--- src/rtl/cpu_pkg.sv ---
// Shared pipeline types: widths, ALU opcodes and the control bundle
// carried from decode into execute.
package cpu_pkg;

    localparam int REG_W  = 4;
    localparam int DATA_W = 16;

    localparam logic [3:0] ALU_ADD = 4'd0;
    localparam logic [3:0] ALU_SUB = 4'd1;
    localparam logic [3:0] ALU_AND = 4'd2;
    localparam logic [3:0] ALU_OR  = 4'd3;

    typedef struct packed {
        logic       reg_write;
        logic       mem_read;
        logic       mem_write;
        logic [3:0] alu_op;
    } ctrl_t;

    localparam ctrl_t BUBBLE_CTRL = '0;

endpackage

--- src/rtl/hazard_detect.sv ---
// Load-use hazard detection and the flush / busy / hazard priority
// that decides whether ID/EX captures, holds or takes a bubble.
module hazard_detect #(
    parameter int REG_W = 4
) (
    input  logic             idex_valid,
    input  logic             idex_mem_read,
    input  logic [REG_W-1:0] idex_dst,
    input  logic             ifid_valid,
    input  logic [REG_W-1:0] ifid_op1,
    input  logic [REG_W-1:0] ifid_op2,
    input  logic             flush,
    input  logic             mem_busy,
    output logic             hazard,
    output logic             stall,
    output logic             bubble
);

    logic src_match;

    assign src_match = (idex_dst == ifid_op1) | (idex_dst == ifid_op2);

    assign hazard = idex_valid & idex_mem_read & (idex_dst != '0)
                  & ifid_valid & src_match;

    always_comb begin
        stall  = 1'b0;
        bubble = 1'b0;
        if (flush) begin
            bubble = 1'b1;
        end else if (mem_busy) begin
            stall  = 1'b1;
        end else if (hazard) begin
            stall  = 1'b1;
            bubble = 1'b1;
        end
    end

endmodule

--- src/rtl/idex_stage.sv ---
// ID/EX pipeline register with load-use stall insertion and a
// saturating count of stalled cycles.
module idex_stage
    import cpu_pkg::*;
#(
    parameter int DATA_W = 16,
    parameter int REG_W  = 4,
    parameter int CNT_W  = 16
) (
    input  logic              clk,
    input  logic              rst_n,
    input  logic              ifid_valid,
    input  logic [REG_W-1:0]  ifid_op1,
    input  logic [REG_W-1:0]  ifid_op2,
    input  logic [REG_W-1:0]  ifid_dst,
    input  logic [DATA_W-1:0] ifid_rdata1,
    input  logic [DATA_W-1:0] ifid_rdata2,
    input  logic [DATA_W-1:0] ifid_imm,
    input  logic              ifid_reg_write,
    input  logic              ifid_mem_read,
    input  logic              ifid_mem_write,
    input  logic [3:0]        ifid_alu_op,
    input  logic              flush,
    input  logic              mem_busy,
    output logic              idex_valid,
    output logic [REG_W-1:0]  idex_op1,
    output logic [REG_W-1:0]  idex_op2,
    output logic [REG_W-1:0]  idex_dst,
    output logic [DATA_W-1:0] idex_rdata1,
    output logic [DATA_W-1:0] idex_rdata2,
    output logic [DATA_W-1:0] idex_imm,
    output logic              idex_reg_write,
    output logic              idex_mem_read,
    output logic              idex_mem_write,
    output logic [3:0]        idex_alu_op,
    output logic              stall,
    output logic              bubble,
    output logic [CNT_W-1:0]  stall_count
);

    logic              valid_q, valid_d;
    logic [REG_W-1:0]  op1_q, op1_d;
    logic [REG_W-1:0]  op2_q, op2_d;
    logic [REG_W-1:0]  dst_q, dst_d;
    logic [DATA_W-1:0] rdata1_q, rdata1_d;
    logic [DATA_W-1:0] rdata2_q, rdata2_d;
    logic [DATA_W-1:0] imm_q, imm_d;
    ctrl_t             ctrl_q, ctrl_d;
    logic [CNT_W-1:0]  cnt_q, cnt_d;
    logic              hazard;
    ctrl_t             ifid_ctrl;

    assign ifid_ctrl = '{reg_write: ifid_reg_write,
                         mem_read:  ifid_mem_read,
                         mem_write: ifid_mem_write,
                         alu_op:    ifid_alu_op};

    hazard_detect #(.REG_W(REG_W)) u_hazard (
        .idex_valid    (valid_q),
        .idex_mem_read (ctrl_q.mem_read),
        .idex_dst      (dst_q),
        .ifid_valid    (ifid_valid),
        .ifid_op1      (ifid_op1),
        .ifid_op2      (ifid_op2),
        .flush         (flush),
        .mem_busy      (mem_busy),
        .hazard        (hazard),
        .stall         (stall),
        .bubble        (bubble)
    );

    // A bubble is all-zero so forwarding never matches on it.
    always_comb begin
        valid_d  = valid_q;
        op1_d    = op1_q;
        op2_d    = op2_q;
        dst_d    = dst_q;
        rdata1_d = rdata1_q;
        rdata2_d = rdata2_q;
        imm_d    = imm_q;
        ctrl_d   = ctrl_q;
        if (bubble || (!stall && !ifid_valid)) begin
            valid_d  = 1'b0;
            op1_d    = '0;
            op2_d    = '0;
            dst_d    = '0;
            rdata1_d = '0;
            rdata2_d = '0;
            imm_d    = '0;
            ctrl_d   = BUBBLE_CTRL;
        end else if (!stall) begin
            valid_d  = 1'b1;
            op1_d    = ifid_op1;
            op2_d    = ifid_op2;
            dst_d    = ifid_dst;
            rdata1_d = ifid_rdata1;
            rdata2_d = ifid_rdata2;
            imm_d    = ifid_imm;
            ctrl_d   = ifid_ctrl;
        end
    end

    assign cnt_d = (stall && (cnt_q != '1)) ? cnt_q + CNT_W'(1) : cnt_q;

    always_ff @(posedge clk or negedge rst_n) begin
        if (!rst_n) begin
            valid_q  <= 1'b0;
            op1_q    <= '0;
            op2_q    <= '0;
            dst_q    <= '0;
            rdata1_q <= '0;
            rdata2_q <= '0;
            imm_q    <= '0;
            ctrl_q   <= BUBBLE_CTRL;
            cnt_q    <= '0;
        end else begin
            valid_q  <= valid_d;
            op1_q    <= op1_d;
            op2_q    <= op2_d;
            dst_q    <= dst_d;
            rdata1_q <= rdata1_d;
            rdata2_q <= rdata2_d;
            imm_q    <= imm_d;
            ctrl_q   <= ctrl_d;
            cnt_q    <= cnt_d;
        end
    end

    assign idex_valid     = valid_q;
    assign idex_op1       = op1_q;
    assign idex_op2       = op2_q;
    assign idex_dst       = dst_q;
    assign idex_rdata1    = rdata1_q;
    assign idex_rdata2    = rdata2_q;
    assign idex_imm       = imm_q;
    assign idex_reg_write = ctrl_q.reg_write;
    assign idex_mem_read  = ctrl_q.mem_read;
    assign idex_mem_write = ctrl_q.mem_write;
    assign idex_alu_op    = ctrl_q.alu_op;
    assign stall_count    = cnt_q;

endmodule
--- config.mk ---
export PLATFORM = sky130hd
export DESIGN_NAME = idex_stage
export DESIGN_NICKNAME = d
export VERILOG_FILES = /design/src/rtl/cpu_pkg.sv /design/src/rtl/hazard_detect.sv /design/src/rtl/idex_stage.sv
export SDC_FILE = /design/constraint.sdc
export NUM_CORES = 1
export LEC_CHECK = 0
export ABC_AREA = 1
export BUFFER_PORTS_ARGS = -buffer_cell sky130_fd_sc_hd__buf_2
export CAP_MARGIN = 30
export CORE_MARGIN = 2
export CORE_UTILIZATION = 49
export CTS_BUF_LIST = sky130_fd_sc_hd__clkbuf_4 sky130_fd_sc_hd__clkbuf_8 sky130_fd_sc_hd__clkbuf_16
export DETAILED_ROUTE_END_ITERATION = 10
export PLACE_DENSITY = 0.8
export SYNTH_ARGS = -nofsm -noshare
export SYNTH_HDL_FRONTEND = slang
export SYNTH_SLANG_ARGS = --single-unit
--- constraint.sdc ---
create_clock -name clk -period 1.89 [get_ports clk]
set_input_delay 0.378 -clock clk [delete_from_list [all_inputs] [get_ports clk]]
set_output_delay 0.378 -clock clk [all_outputs]
set_load 0.02 [all_outputs]
Word level (Yosys, flattened, before mapping)
Cells that the tools add are included.

storage, ports and cells
  word-level logic and storage cells = 49
  output and inout port bits = 86
  input port bits = 72
  register bits after elaboration = 84

cells by class
  add/sub/neg operators = 1
  mux-type cells = 21
  bitwise operators = 5
  equality and inequality tests = 4
  reduce and logical (&&, ||, !) cells = 6

operator list
  cell                                                              count
  16-bit two-way mux                                                6
  4-bit two-way mux                                                 6
  16-bit by 1-bit adder with 16-bit output (second input constant)  1
  16-bit != test (second input constant)                            1
  7-bit two-way mux                                                 2
  4-bit == test                                                     2
  1-bit two-way mux                                                 7
  1-bit bitwise AND                                                 4
  4-bit nonzero test                                                1
  1-bit logical AND                                                 2
  1-bit logical NOT                                                 2
  2-bit by 1-bit != test with 1-bit output (second input constant)  1
  1-bit logical OR                                                  1
  1-bit bitwise OR                                                  1

Longest topological paths before layout
  depth in word-level cells = 11
  gate-level depth with buffers = 12
  gate-level depth less buffers = 11

Cells and area by module
Synthesis repeated with hierarchy kept, for this count alone.

second synthesis, totals
  cells, all modules = 482
  area, all modules = 4,026.4 sq um

modules (own cells, without submodules)
  module         area each (sq um)  times used  sequential area each (sq um)  cells an instance
  idex_stage     3,813.7            1           2,102.0                       431
  hazard_detect  212.7              1           0.0                           51

Worst setup path after synthesis
No wires, ideal clock.

  path kind = register to output
  from = register dst_q[3] (netlist: idex_dst[3])
  to = output bubble
  arrival time = 1,460 ps
  data required time = 1,512 ps
  path slack = 52 ps
  cell stages (with the launch flop) = 9
  path buffers = 0
  cells stage by stage = dfrtp_1 > inv_1 > nand2_1 > nand2_1 > nor2_1 > nand2_1 > nand2_1 > nand2_2 > o21ai_0

between the ends
  word-level cells in the longest chain between the ends = 7
  elaborated cells on any way between the ends = 10
  those cells by class = 2 x eq/ne; 3 x mux; 4 x bitwise; 1 x reduce/logical

RTL lines
  element                   line                 RTL
  start: declaration        idex_stage.sv:44     logic [REG_W-1:0] dst_q, dst_d;
  start signal: assignment  idex_stage.sv:120    dst_q <= dst_d;
  4-bit nonzero test        hazard_detect.sv:23  assign hazard = idex_valid & idex_mem_read & (idex_dst != '0)
  1-bit bitwise AND         hazard_detect.sv:23
  1-bit bitwise AND         hazard_detect.sv:24  & ifid_valid & src_match;
  1-bit bitwise AND (*)     hazard_detect.sv:24
  1-bit two-way mux (*)     hazard_detect.sv:33  end else if (hazard) begin
  1-bit two-way mux (*)     hazard_detect.sv:31  end else if (mem_busy) begin
  1-bit two-way mux (*)     hazard_detect.sv:29  if (flush) begin
  end: declaration          idex_stage.sv:37     output logic bubble,

Every way passes the cells marked *; elsewhere a longest branch is shown, timed or not.

Worst setup path after layout
  from = register dst_q[0] (netlist: idex_dst[0])
  to = output stall

between the ends
  word-level cells in the longest chain between the ends = 7
  elaborated cells on any way between the ends = 10
  those cells by class = 2 x eq/ne; 3 x mux; 4 x bitwise; 1 x reduce/logical

RTL lines
  element                line                 RTL
  4-bit nonzero test     hazard_detect.sv:23
  1-bit bitwise AND      hazard_detect.sv:23
  1-bit bitwise AND      hazard_detect.sv:24
  1-bit bitwise AND (*)  hazard_detect.sv:24
  1-bit two-way mux (*)  hazard_detect.sv:33
  1-bit two-way mux (*)  hazard_detect.sv:31
  1-bit two-way mux (*)  hazard_detect.sv:29
  end: declaration       idex_stage.sv:36     output logic stall,

Marks and branches as above.

==> key figures <==
Setup path
  • R2R depth: 10
  • CP arrival: 1.55 ns
  • Worst Path Required: 1.51 ns
  • Crit Path Max Fanout: 6
  • Critical path class: register to primary output
  • Buffer and inverter count on the worst path: 1
  • Startpoint types: register
  • CP Cell Sequence: nand2_1 -> nand2_1 -> nor2_1 -> nand2_1 -> nand2_2 -> nand2_4 -> a21oi_2 -> buf_4
  • Worst reg2reg path startpoint: idex_dst[0]
  • Setup crit end kind: primary output
  • CP most frequent cell: nand2_1
  • Cell depth of the worst setup path: 8
  • Critical-path top delay cell: dfrtp_2
  • Worst stage delay on the critical path: 0.45 ns
  • Worst setup startpoint: idex_dst[0]
  • Largest delay contributor family on the critical path: simple AND/OR/NAND/NOR gates

Synthesis
  • Sequential area share after synthesis: 0.519
  • Synth Net Count: 556
  • Post-Syn Instances: 483
  • Flops & latches, synth: 84
  • Post-Syn Area: 4050 sq um
  • Avg Inst Size Synth: 8.39 sq um
  • Yosys top cell area share: 0.519
  • Area contributors post-synth: dfrtp_1 52%, nand3_1 9.3%, o21ai_0 7.9%
  • Yosys warnings: 0
  • Netlist cell types: 29
  • Post-synth top area cell: dfrtp_1

Global routing
  • Gr usage total: 0.226
  • Largest net degree at the start of global routing: 43
  • GRT overflow: 0
  • Initial antenna violation count: 0
  • Number of global-route vias before repair: 3566
  • First-pass GRT wire length: 16100 um

Clocking
  • Worst skew pair latency: 0.35 ns
  • CTS H-Tree Depth: 3
  • CTS tree: yes
  • CTS buffer count: 9
  • Reg clk slew, reported paths: 0.09 ns
  • Clock sinks: 84
  • CTS Root Cell: clkbuf_8
  • CTS max path bufs: 2

Floorplan
  • Die height: 94.9 um
  • Starting Density: 0.498
  • Placement Rows: 33
  • Die area: 9010 sq um
  • Core area: 8130 sq um
  • Die span in x: 94.9 um
  • I/O pin cnt: 158

Routing
  • Routed wire length: 9870 um
  • Drt first pass iters: 4
  • Remaining antenna violation count: 0
  • Starting DRT DRC Count: 154
  • DR vias/cell: 5.03
  • DRC viols: 0
  • Via Count: 3779
  • Drt wl/cell: 13.1 um

Place
  • Pre-CTS setup slack: 0.0928 ns
  • Port buffer count: 157
  • Final GP Congestion: 0.921
  • # placed instances: 731
  • Post-DP HPWL: 7070 um

Final layout
  • N_diodes: 0
  • Finished Core Util: 0.640
  • Area growth syn-to-layout: 28.6%
  • Layout Cells excl Fill: 752
  • Layout cells sized above 1: 0.345
  • Commonest non-fill, non-tap cell in the layout: buf_2
  • Most frequent cells in the layout: 154 x buf_2, 82 x dfrtp_1, 81 x inv_1
  • Nets: 715

Pwr
  • PwrDens: 725 nW/um^2
  • Psw: 1.17 mW
  • Sw Share: 0.310
  • Peak VDD IR: 321 uV
  • Pwr Total: 3.78 mW
  • Combinational Power Share: 0.170
  • Internal Power: 2.61 mW
  • Static Leak: 3.02 nW
  • Flop pwr share: 0.526
  • Clock power share: 0.304

Run status
  • Status: finished with violations
  • Violated checks: setup timing

STA
  • PnR worst setup slack: -0.0341 ns
  • Normalized max-slew margin: 0.740
  • Final Hold Viols: 0
  • Hold slack: 0.254 ns
  • Setup violations, final: 2
  • Final period util: 1.02
  • Max Slew Vio Count: 0
  • Final Skew: 0.0131 ns
  • Worst Tran Pin Value: 0.391 ns
  • RSZ-0062 raised after global routing: yes
  • Post-layout min period: 1.92 ns
  • Highest Clock Rate: 520 MHz

Worst hold path
  • Worst Min Path Start: ifid_alu_op[0]
  • Hold Path Stages: 3
  • Worst min path class: input port to register

Flow run
  • Max-Cap Viols: 0
[area by class of cell]
| class | instances | area, sq um |
|---|---|---|
| fillers | 709 | 2930 |
| flip-flops and latches | 84 | 2100 |
| multi-input cells | 286 | 1520 |
| repair buffers | 175 | 960 |
| inverters | 86 | 323 |
| well taps | 105 | 131 |
| clock buffers | 9 | 124 |
| clock inverters | 7 | 51.3 |
[cell families (layout without fill, tap and decap cells)]
group           Yosys count  in the layout  share of synthesized area
flops                    84             84                      0.519
simple gates            205            205                      0.255
xor+xnor                  9              9                     0.0195
fa+ha+maj                 1              1                    0.00309
buf+inv                 113            277                      0.115
compound gates           71             71                     0.0880
[final timing paths]
path / to / slack, ns
worst max register to register: idex_imm[0] / 0.17
worst max-delay path: stall / -0.03
max in group asynchronous: idex_dst[2] / 0.83
worst min register to register: idex_rdata2[2] / 0.51
min in group asynchronous: idex_imm[10] / 0.48
worst min-delay path: idex_alu_op[0] / 0.25
[sequential cells by signal, indices dropped and copies added, names as in the netlist]
name and flops:
stall_count 16, idex_imm 16, idex_rdata2 16, idex_valid 1, idex_alu_op 4, idex_mem_read 1, idex_dst 4, idex_op1 4
idex_rdata1 16, idex_op2 4, idex_mem_write 1, idex_reg_write 1
[per-layer routing]
layer	wire length, um	up-vias	global-route usage
met3	628	16	0.0623
met2	4850	131	0.375
met4	153	0	0.0809
li1	-	1871	-
met5	0	-	0
met1	4240	1761	0.285
[synthesized netlist by cell type, drive strengths merged]
cell	number
o21ai	69
a31oi	1
nand2	87
clkinv	1
clkbuf	19
inv	85
xnor2	2
ha	1
nor2	15
buf	8
nand4	20
nand3	77
nand3b	2
a21oi	1
dfrtp	84
xor2	7
nor3	4
[power groups by stage]
stage / registers [mW] / logic (mW) / clock network, mW
after floorplan: 2.13 / 0.240 / 0
after global placement: 2.02 / 0.619 / 0
after detailed placement: 2.02 / 0.635 / 0
after CTS: 1.99 / 0.647 / 1.18
after global routing: 2.00 / 0.708 / 1.27
final: 1.99 / 0.642 / 1.15
[metrics by stage]
step	area, sq um	TNS (ns)
after detailed placement	4950	0
after CTS	5190	-0.138
after global placement	4950	0
after floorplan	4050	0
after global routing	5210	-0.227
final	5210	-0.0596
[worst reg2reg max path: stages, from the launching register on]
cell and delay (ns):
dfrtp_2 0.45, nand2_1 0.08, nand2_1 0.04, nor2_1 0.12, nand2_1 0.08, nand2_2 0.09, nand2_4 0.07, buf_4 0.16
nand3b_4 0.08, buf_4 0.29, o21ai_0 0.14
[repair_timing]
action	CTS	global route
pin swaps	2	7
endpoints found under the setup margin	2	6
gates cloned	0	0
hold endpoints to repair	28	0
buffers inserted	3	1
hold buffers	1	0
resized for setup	10	5
(Power assumes the default switching activity.)
